## src/rtl/cpu_pkg.sv

```systemverilog
// Shared constants for the CPU front end: phase codes, opcode decode and exception codes.
package cpu_pkg;

    localparam logic [3:0] MODE_IDLE  = 4'd0;
    localparam logic [3:0] MODE_FETCH = 4'd1;
    localparam logic [3:0] MODE_LATCH = 4'd2;
    localparam logic [3:0] MODE_EXEC  = 4'd5;
    localparam logic [3:0] MODE_MEM   = 4'd6;
    localparam logic [3:0] MODE_HALT  = 4'd15;

    localparam logic [5:0] OP_SPECIAL = 6'h00;
    localparam logic [5:0] FN_JR      = 6'h08;
    localparam logic [5:0] OP_J       = 6'h02;
    localparam logic [5:0] OP_JAL     = 6'h03;

    localparam logic [3:0] EXC_NONE     = 4'h0;
    localparam logic [3:0] EXC_PC_RANGE = 4'hE;

    function automatic logic is_jr(input logic [5:0] opcode, input logic [5:0] funct);
        return (opcode == OP_SPECIAL) && (funct == FN_JR);
    endfunction

endpackage

```

## src/rtl/next_pc_calc.sv

```systemverilog
// Combinational next-PC selection (jump > branch > sequential) with fetch-range check.
module next_pc_calc
    import cpu_pkg::*;
#(
    parameter int unsigned IMEM_AW = 14
) (
    input  logic [5:0]  i_opcode,
    input  logic [5:0]  i_funct,
    input  logic [31:0] i_pc_plus4,
    input  logic        i_j_valid,
    input  logic [25:0] i_j_addr,
    input  logic        i_b_valid,
    input  logic [15:0] i_b_addr,
    output logic [31:0] o_next_pc,
    output logic        o_range_err
);

    logic [31:0] w_b_offset;

    assign w_b_offset = {{14{i_b_addr[15]}}, i_b_addr, 2'b00};

    always_comb begin
        o_next_pc = i_pc_plus4;
        if (i_j_valid) begin
            // jr carries a full byte address; j/jal carry a word index within the 256 MB region
            if (is_jr(i_opcode, i_funct)) begin
                o_next_pc = {6'b0, i_j_addr};
            end else begin
                o_next_pc = {i_pc_plus4[31:28], i_j_addr, 2'b00};
            end
        end else if (i_b_valid) begin
            o_next_pc = i_pc_plus4 + w_b_offset;
        end
    end

    assign o_range_err = ((o_next_pc >> (IMEM_AW + 2)) != 32'd0) || (o_next_pc[1:0] != 2'b00);

endmodule

```

## src/rtl/fetch_seq.sv

```systemverilog
// Four-phase instruction sequencer: owns the PC, instruction latch, cycle counter and halt latch.
module fetch_seq
    import cpu_pkg::*;
#(
    parameter logic [31:0] RESET_PC = 32'h0000_0000,
    parameter int unsigned IMEM_AW  = 14
) (
    input  logic               clk_i,
    input  logic               rst_n_i,
    input  logic               run_i,
    output logic [IMEM_AW-1:0] imem_addr_o,
    input  logic [31:0]        imem_data_i,
    output logic [3:0]         mode_o,
    output logic [31:0]        instruction_o,
    output logic [31:0]        pc_plus4_o,
    input  logic               j_valid_i,
    input  logic [25:0]        j_addr_i,
    input  logic               b_valid_i,
    input  logic [15:0]        b_addr_i,
    input  logic [3:0]         exc_code_i,
    input  logic               set_cnt_i,
    output logic [31:0]        cycle_cnt_o,
    output logic               halted_o,
    output logic [3:0]         exc_code_o
);

    logic [3:0]         r_mode;
    logic [31:0]        r_pc;
    logic [IMEM_AW-1:0] r_imem_addr;
    logic [31:0]        r_instr;
    logic [31:0]        r_pc_plus4;
    logic [31:0]        r_cnt;
    logic [3:0]         r_exc_code;
    logic [3:0]         r_exc_pend;
    logic               r_clr_pend;

    logic [3:0]         w_next_mode;
    logic [31:0]        w_next_pc;
    logic               w_range_err;

    next_pc_calc #(
        .IMEM_AW (IMEM_AW)
    ) u_next_pc_calc (
        .i_opcode    (r_instr[31:26]),
        .i_funct     (r_instr[5:0]),
        .i_pc_plus4  (r_pc_plus4),
        .i_j_valid   (j_valid_i),
        .i_j_addr    (j_addr_i),
        .i_b_valid   (b_valid_i),
        .i_b_addr    (b_addr_i),
        .o_next_pc   (w_next_pc),
        .o_range_err (w_range_err)
    );

    // r_exc_code is only ever nonzero once a halt has been decided
    always_comb begin
        w_next_mode = r_mode;
        case (r_mode)
            MODE_IDLE:  if (run_i) w_next_mode = MODE_FETCH;
            MODE_FETCH: w_next_mode = MODE_LATCH;
            MODE_LATCH: w_next_mode = MODE_EXEC;
            MODE_EXEC:  w_next_mode = MODE_MEM;
            MODE_MEM:   w_next_mode = (r_exc_code != EXC_NONE) ? MODE_HALT : MODE_FETCH;
            MODE_HALT:  w_next_mode = MODE_HALT;
            default:    w_next_mode = MODE_IDLE;
        endcase
    end

    always_ff @(posedge clk_i or negedge rst_n_i) begin
        if (!rst_n_i) begin
            r_mode      <= MODE_IDLE;
            r_pc        <= RESET_PC;
            r_imem_addr <= RESET_PC[IMEM_AW+1:2];
            r_instr     <= 32'd0;
            r_pc_plus4  <= RESET_PC + 32'd4;
            r_cnt       <= 32'd0;
            r_exc_code  <= EXC_NONE;
        end else begin
            r_mode <= w_next_mode;
            case (r_mode)
                MODE_IDLE: begin
                    if (run_i) r_cnt <= 32'd0;
                end
                MODE_FETCH: begin
                    r_cnt <= r_cnt + 32'd1;
                end
                MODE_LATCH: begin
                    r_cnt      <= r_cnt + 32'd1;
                    r_instr    <= imem_data_i;
                    r_pc_plus4 <= r_pc + 32'd4;
                end
                MODE_EXEC: begin
                    r_cnt       <= r_clr_pend ? 32'd0 : r_cnt + 32'd1;
                    r_pc        <= w_next_pc;
                    r_imem_addr <= w_next_pc[IMEM_AW+1:2];
                    if (r_exc_pend != EXC_NONE) begin
                        r_exc_code <= r_exc_pend;
                    end else if (w_range_err) begin
                        r_exc_code <= EXC_PC_RANGE;
                    end
                end
                MODE_MEM: begin
                    r_cnt <= r_cnt + 32'd1;
                end
                default: ;
            endcase
        end
    end

    // Execute raises break/clear requests in the high phase; capture them on the falling edge
    always_ff @(negedge clk_i or negedge rst_n_i) begin
        if (!rst_n_i) begin
            r_exc_pend <= EXC_NONE;
            r_clr_pend <= 1'b0;
        end else if (r_mode == MODE_EXEC) begin
            if (exc_code_i != EXC_NONE) r_exc_pend <= exc_code_i;
            r_clr_pend <= r_clr_pend | set_cnt_i;
        end else begin
            r_exc_pend <= EXC_NONE;
            r_clr_pend <= 1'b0;
        end
    end

    assign imem_addr_o   = r_imem_addr;
    assign mode_o        = r_mode;
    assign instruction_o = r_instr;
    assign pc_plus4_o    = r_pc_plus4;
    assign cycle_cnt_o   = r_cnt;
    assign halted_o      = (r_mode == MODE_HALT);
    assign exc_code_o    = r_exc_code;

endmodule
```

## config.mk

```make
export PLATFORM = sky130hd
export DESIGN_NAME = fetch_seq
export DESIGN_NICKNAME = d
export VERILOG_FILES = /design/src/rtl/cpu_pkg.sv /design/src/rtl/next_pc_calc.sv /design/src/rtl/fetch_seq.sv
export SDC_FILE = /design/constraint.sdc
export NUM_CORES = 1
export LEC_CHECK = 0
export CORE_ASPECT_RATIO = 1.2
export CORE_MARGIN = 1
export CORE_UTILIZATION = 35
export CTS_CLUSTER_SIZE = 16
export DETAILED_ROUTE_END_ITERATION = 6
export PLACE_DENSITY = 0.6
export SETUP_SLACK_MARGIN = 0.5
export SLEW_MARGIN = 20
export SYNTH_ARGS = -nofsm -noshare
export SYNTH_HDL_FRONTEND = slang
export SYNTH_SLANG_ARGS = --single-unit
```

## constraint.sdc

```tcl
create_clock -name clk_i -period 3.9 [get_ports clk_i]
set_clock_uncertainty 0.05 [all_clocks]
set_input_delay 0.78 -clock clk_i [delete_from_list [all_inputs] [get_ports clk_i]]
set_output_delay 0.78 -clock clk_i [all_outputs]
set_load 0.005 [all_outputs]
```

==> results of run 1 <==
==> worst max-delay path, stage by stage (launching register included) <==
cell       delay, ns
dfrtn_1         0.34
or4_4           0.54
a211o_1         0.25
nor4_2          0.13
nand4b_1        0.17
a2111oi_4       0.23
a21oi_2         0.15
mux2_4          0.32
==> area by class of cell <==
cell class	count	share of cell area
clock buffer	20	0.0356
clock inverter	11	0.0104
inverter	15	0.00439
multi-input combinational	809	0.408
sequential	141	0.275
tap	330	0.0322
timing repair buffer	326	0.234
==> power by group through the flow <==
stage	sequential, W	combinational (W)	clock (W)
global route	0.00273	0.00547	0.00178
CTS	0.00264	0.00489	0.00172
floorplan	0.00249	0.00271	0
global placement	0.00264	0.00482	0
finish	0.00264	0.00500	0.00167
detailed placement	0.00266	0.00485	0
==> worst min-delay path by stage <==
stage | cells past startpoint | end | slack, ns | start
after floorplan | 2 | r_clr_pend | 0.39 | r_clr_pend
after global routing | 1 | exc_code_o[0] | 0.25 | rst_n_i
final | 1 | r_pc[21] | 0.23 | rst_n_i
after global placement | 2 | r_pc[0] | 0.41 | r_pc[0]
after detailed placement | 2 | r_clr_pend | 0.42 | r_clr_pend
after CTS | 1 | r_pc[26] | 0.23 | rst_n_i
==> Yosys cell counts (16+ instances only) <==
cell type and number:
nand4_1 18, and3_1 28, clkbuf_1 33, a21oi_1 74, o21ai_0 73, dfrtp_1 135, ha_1 31, nor3_1 16
nand3_1 47, xor2_1 36, nor2_1 109, nand2_1 142, xnor2_1 31, mux2_2 48
==> layer usage <==
metal  global-route usage  vias up  share of wire
li1                     -     4210              -
met1                0.274     4099           0.42
met2                0.377      253           0.49
met3               0.0407       51          0.045
met4                0.103        0          0.037
met5                    0        -              0
==> per-stage QoR <==
step | setup slack (ns) | std cells | util | setup TNS (ns)
floorplan | -0.239 | 1033 | - | -0.682
global placement | -0.510 | 1618 | 0.474 | -1.77
detailed placement | -0.559 | 1618 | 0.474 | -1.97
CTS | -0.312 | 1649 | 0.498 | -0.969
global route | -0.446 | 1652 | 0.503 | -1.51
finish | -0.321 | 1652 | 0.503 | -0.982
==> logic make-up after synthesis <==
family                   Yosys count
AND/OR/NAND/NOR                  417
multiplexers                      57
adder cells (fa/ha/maj)           32
XOR/XNOR                          67
buffers and inverters             84
AO/OA/AOI/OAI                    235
flip-flops                       141
==> what timing repair did <==
item                                    in CTS  in global routing
resized for setup                            1                 24
hold buffers                                 0                  0
cloned                                       0                  1
buffers inserted                             0                  2
pin swaps                                    3                 16
endpoints found under the setup margin       4                 27
==> state kept, by name (all words and copies together) (netlist names) <==
signal,count
exc_code_o,4
cycle_cnt_o,32
mode_o,4
r_pc,32
pc_plus4_o,32
r_clr_pend,1
r_exc_pend,4
instruction_o,32
==> results.json, run 1 <==
{
  "yosys_most_used_dff": "dfrtp_1",
  "clock_sinks": 141,
  "ir_drop_v": 0.000350,
  "cts_tree": "done",
  "routed_wl_um": 29100,
  "die-area_mm2": 0.0266,
  "nets": 1426,
  "netlist_area_mm2": 0.00907,
  "die_y_um": 178,
  "setup-violations-final": 4,
  "clk_transition_reported_paths_ns": 0.07,
  "drtIter0Drc": 398,
  "dpl-instance-area_mm2": 0.0121,
  "synth-xor-area-share": 0.0647,
  "rr_endpoint": "exc_code_o[0]",
  "yosys-top-cells-area": "dfrtp_1 (37%), mux2_2 (6.0%), nand2_1 (5.9%), nor2_1 (4.5%), ha_1 (4.3%)",
  "pwr-share-seq": 0.283,
  "synth_top_area_frac": 0.373,
  "layout-drive-gt1-share": 0.196,
  "grt_first_pass_wirelength_um": 45400,
  "setup.worst_path.end_class": "flip-flop",
  "start_util": 0.356,
  "antenna_cells": 0,
  "antenna_found_initial": 0,
  "viasPerCell": 5.21,
  "p_clk_frac": 0.180,
  "clock_path_buffers": 2,
  "grt_pass1_vias": 8352,
  "core_mm2": 0.0255,
  "finalHoldViolations": 0,
  "final_area_mm2": 0.0128,
  "track_usage": 0.223,
  "synth-edff-count": 0,
  "relSlewSlack": 0.512,
  "start_kind": "flip-flop",
  "gp_congestion": 0.953,
  "comb_power_share": 0.537,
  "die_x_um": 149,
  "yosysUniqueCellTypes": 79,
  "r2r_cells": 7,
  "num_vias": 8613,
  "critical_path_class": "flip-flop to flip-flop",
  "critical_path_required_ns": 4.16,
  "ys_ff_latch": 141,
  "violations": "setup timing",
  "syn_nets": 1149,
  "hpwl_um": 22100,
  "synth_area_leader_cell": "dfrtp_1",
  "finalPower_w": 0.00931,
  "wl_per_cell_um": 17.6,
  "fillers": 2419,
  "fin_ws_ns": -0.321,
  "p_sw_w": 0.00361,
  "holdWs_ns": 0.231,
  "synthMuxAreaShare": 0.0707,
  "root_buffer": "clkbuf_16",
  "switching_share": 0.388,
  "slew_violations": 0,
  "dr.pass1.iters": 5,
  "layout_common_cells": "clkdlybuf4s50_1 (198), nand2_1 (141), dfrtp_1 (135)",
  "synth_adder_area_share": 0.0450,
  "yosysSeqAreaShare": 0.389,
  "ff2ff_setup_slack_ns": -0.32,
  "boundaryPins": 203,
  "synthSimpleGateAreaFrac": 0.216,
  "drc": 0,
  "mostFrequentLayoutCell": "clkdlybuf4s50_1",
  "portBuffers": 202,
  "grt_max_degree": 94,
  "area_delta_synth_final_pct": 41.3,
  "seq_area_mm2": 0.00353,
  "clk_latency_ns": 0.42,
  "p_leak_nw": 5.35,
  "crit_start": "r_exc_pend[0]",
  "rows": 64,
  "power_density_mw_per_mm2": 726,
  "r2r_start": "r_exc_pend[0]",
  "htree_levels": 4,
  "ys_warn_count": 0,
  "status": "finished, violations left",
  "worstPathMaxFanout": 4,
  "grt-ovfl-total": 0,
  "synth_compound_area_frac": 0.165,
  "multi_input_area_mm2": 0.00523,
  "tightest_slew_ns": 0.733,
  "postRouteAntennaNets": 0,
  "intPower_w": 0.00570,
  "cts-buffers-inserted": 17,
  "min_path_type": "input pin to asynchronous set/reset pin",
  "arrival_ns": 4.48,
  "async_flop_share": 1.00,
  "rsz0062_at_grt": "yes",
  "drv_cap": 0,
  "endpoint": "exc_code_o[0]",
  "avgSynthCellArea_um2": 8.78,
  "synth_top_family_by_area": "simple AND/OR/NAND/NOR gates",
  "synthCells": 1033
}
(Power assumes the default switching activity.)
==> inputs of run 2 (changes only) <==
--- a/config.mk
+++ b/config.mk
@@ -5,6 +5,7 @@
 export SDC_FILE = /design/constraint.sdc
 export NUM_CORES = 1
 export LEC_CHECK = 0
+export ABC_CLOCK_PERIOD_IN_PS = 3900
 export CORE_ASPECT_RATIO = 1.2
 export CORE_MARGIN = 1
 export CORE_UTILIZATION = 35
==> results of run 2 <==
No change in the layout: final DEF, timing and power equal those of run 1.
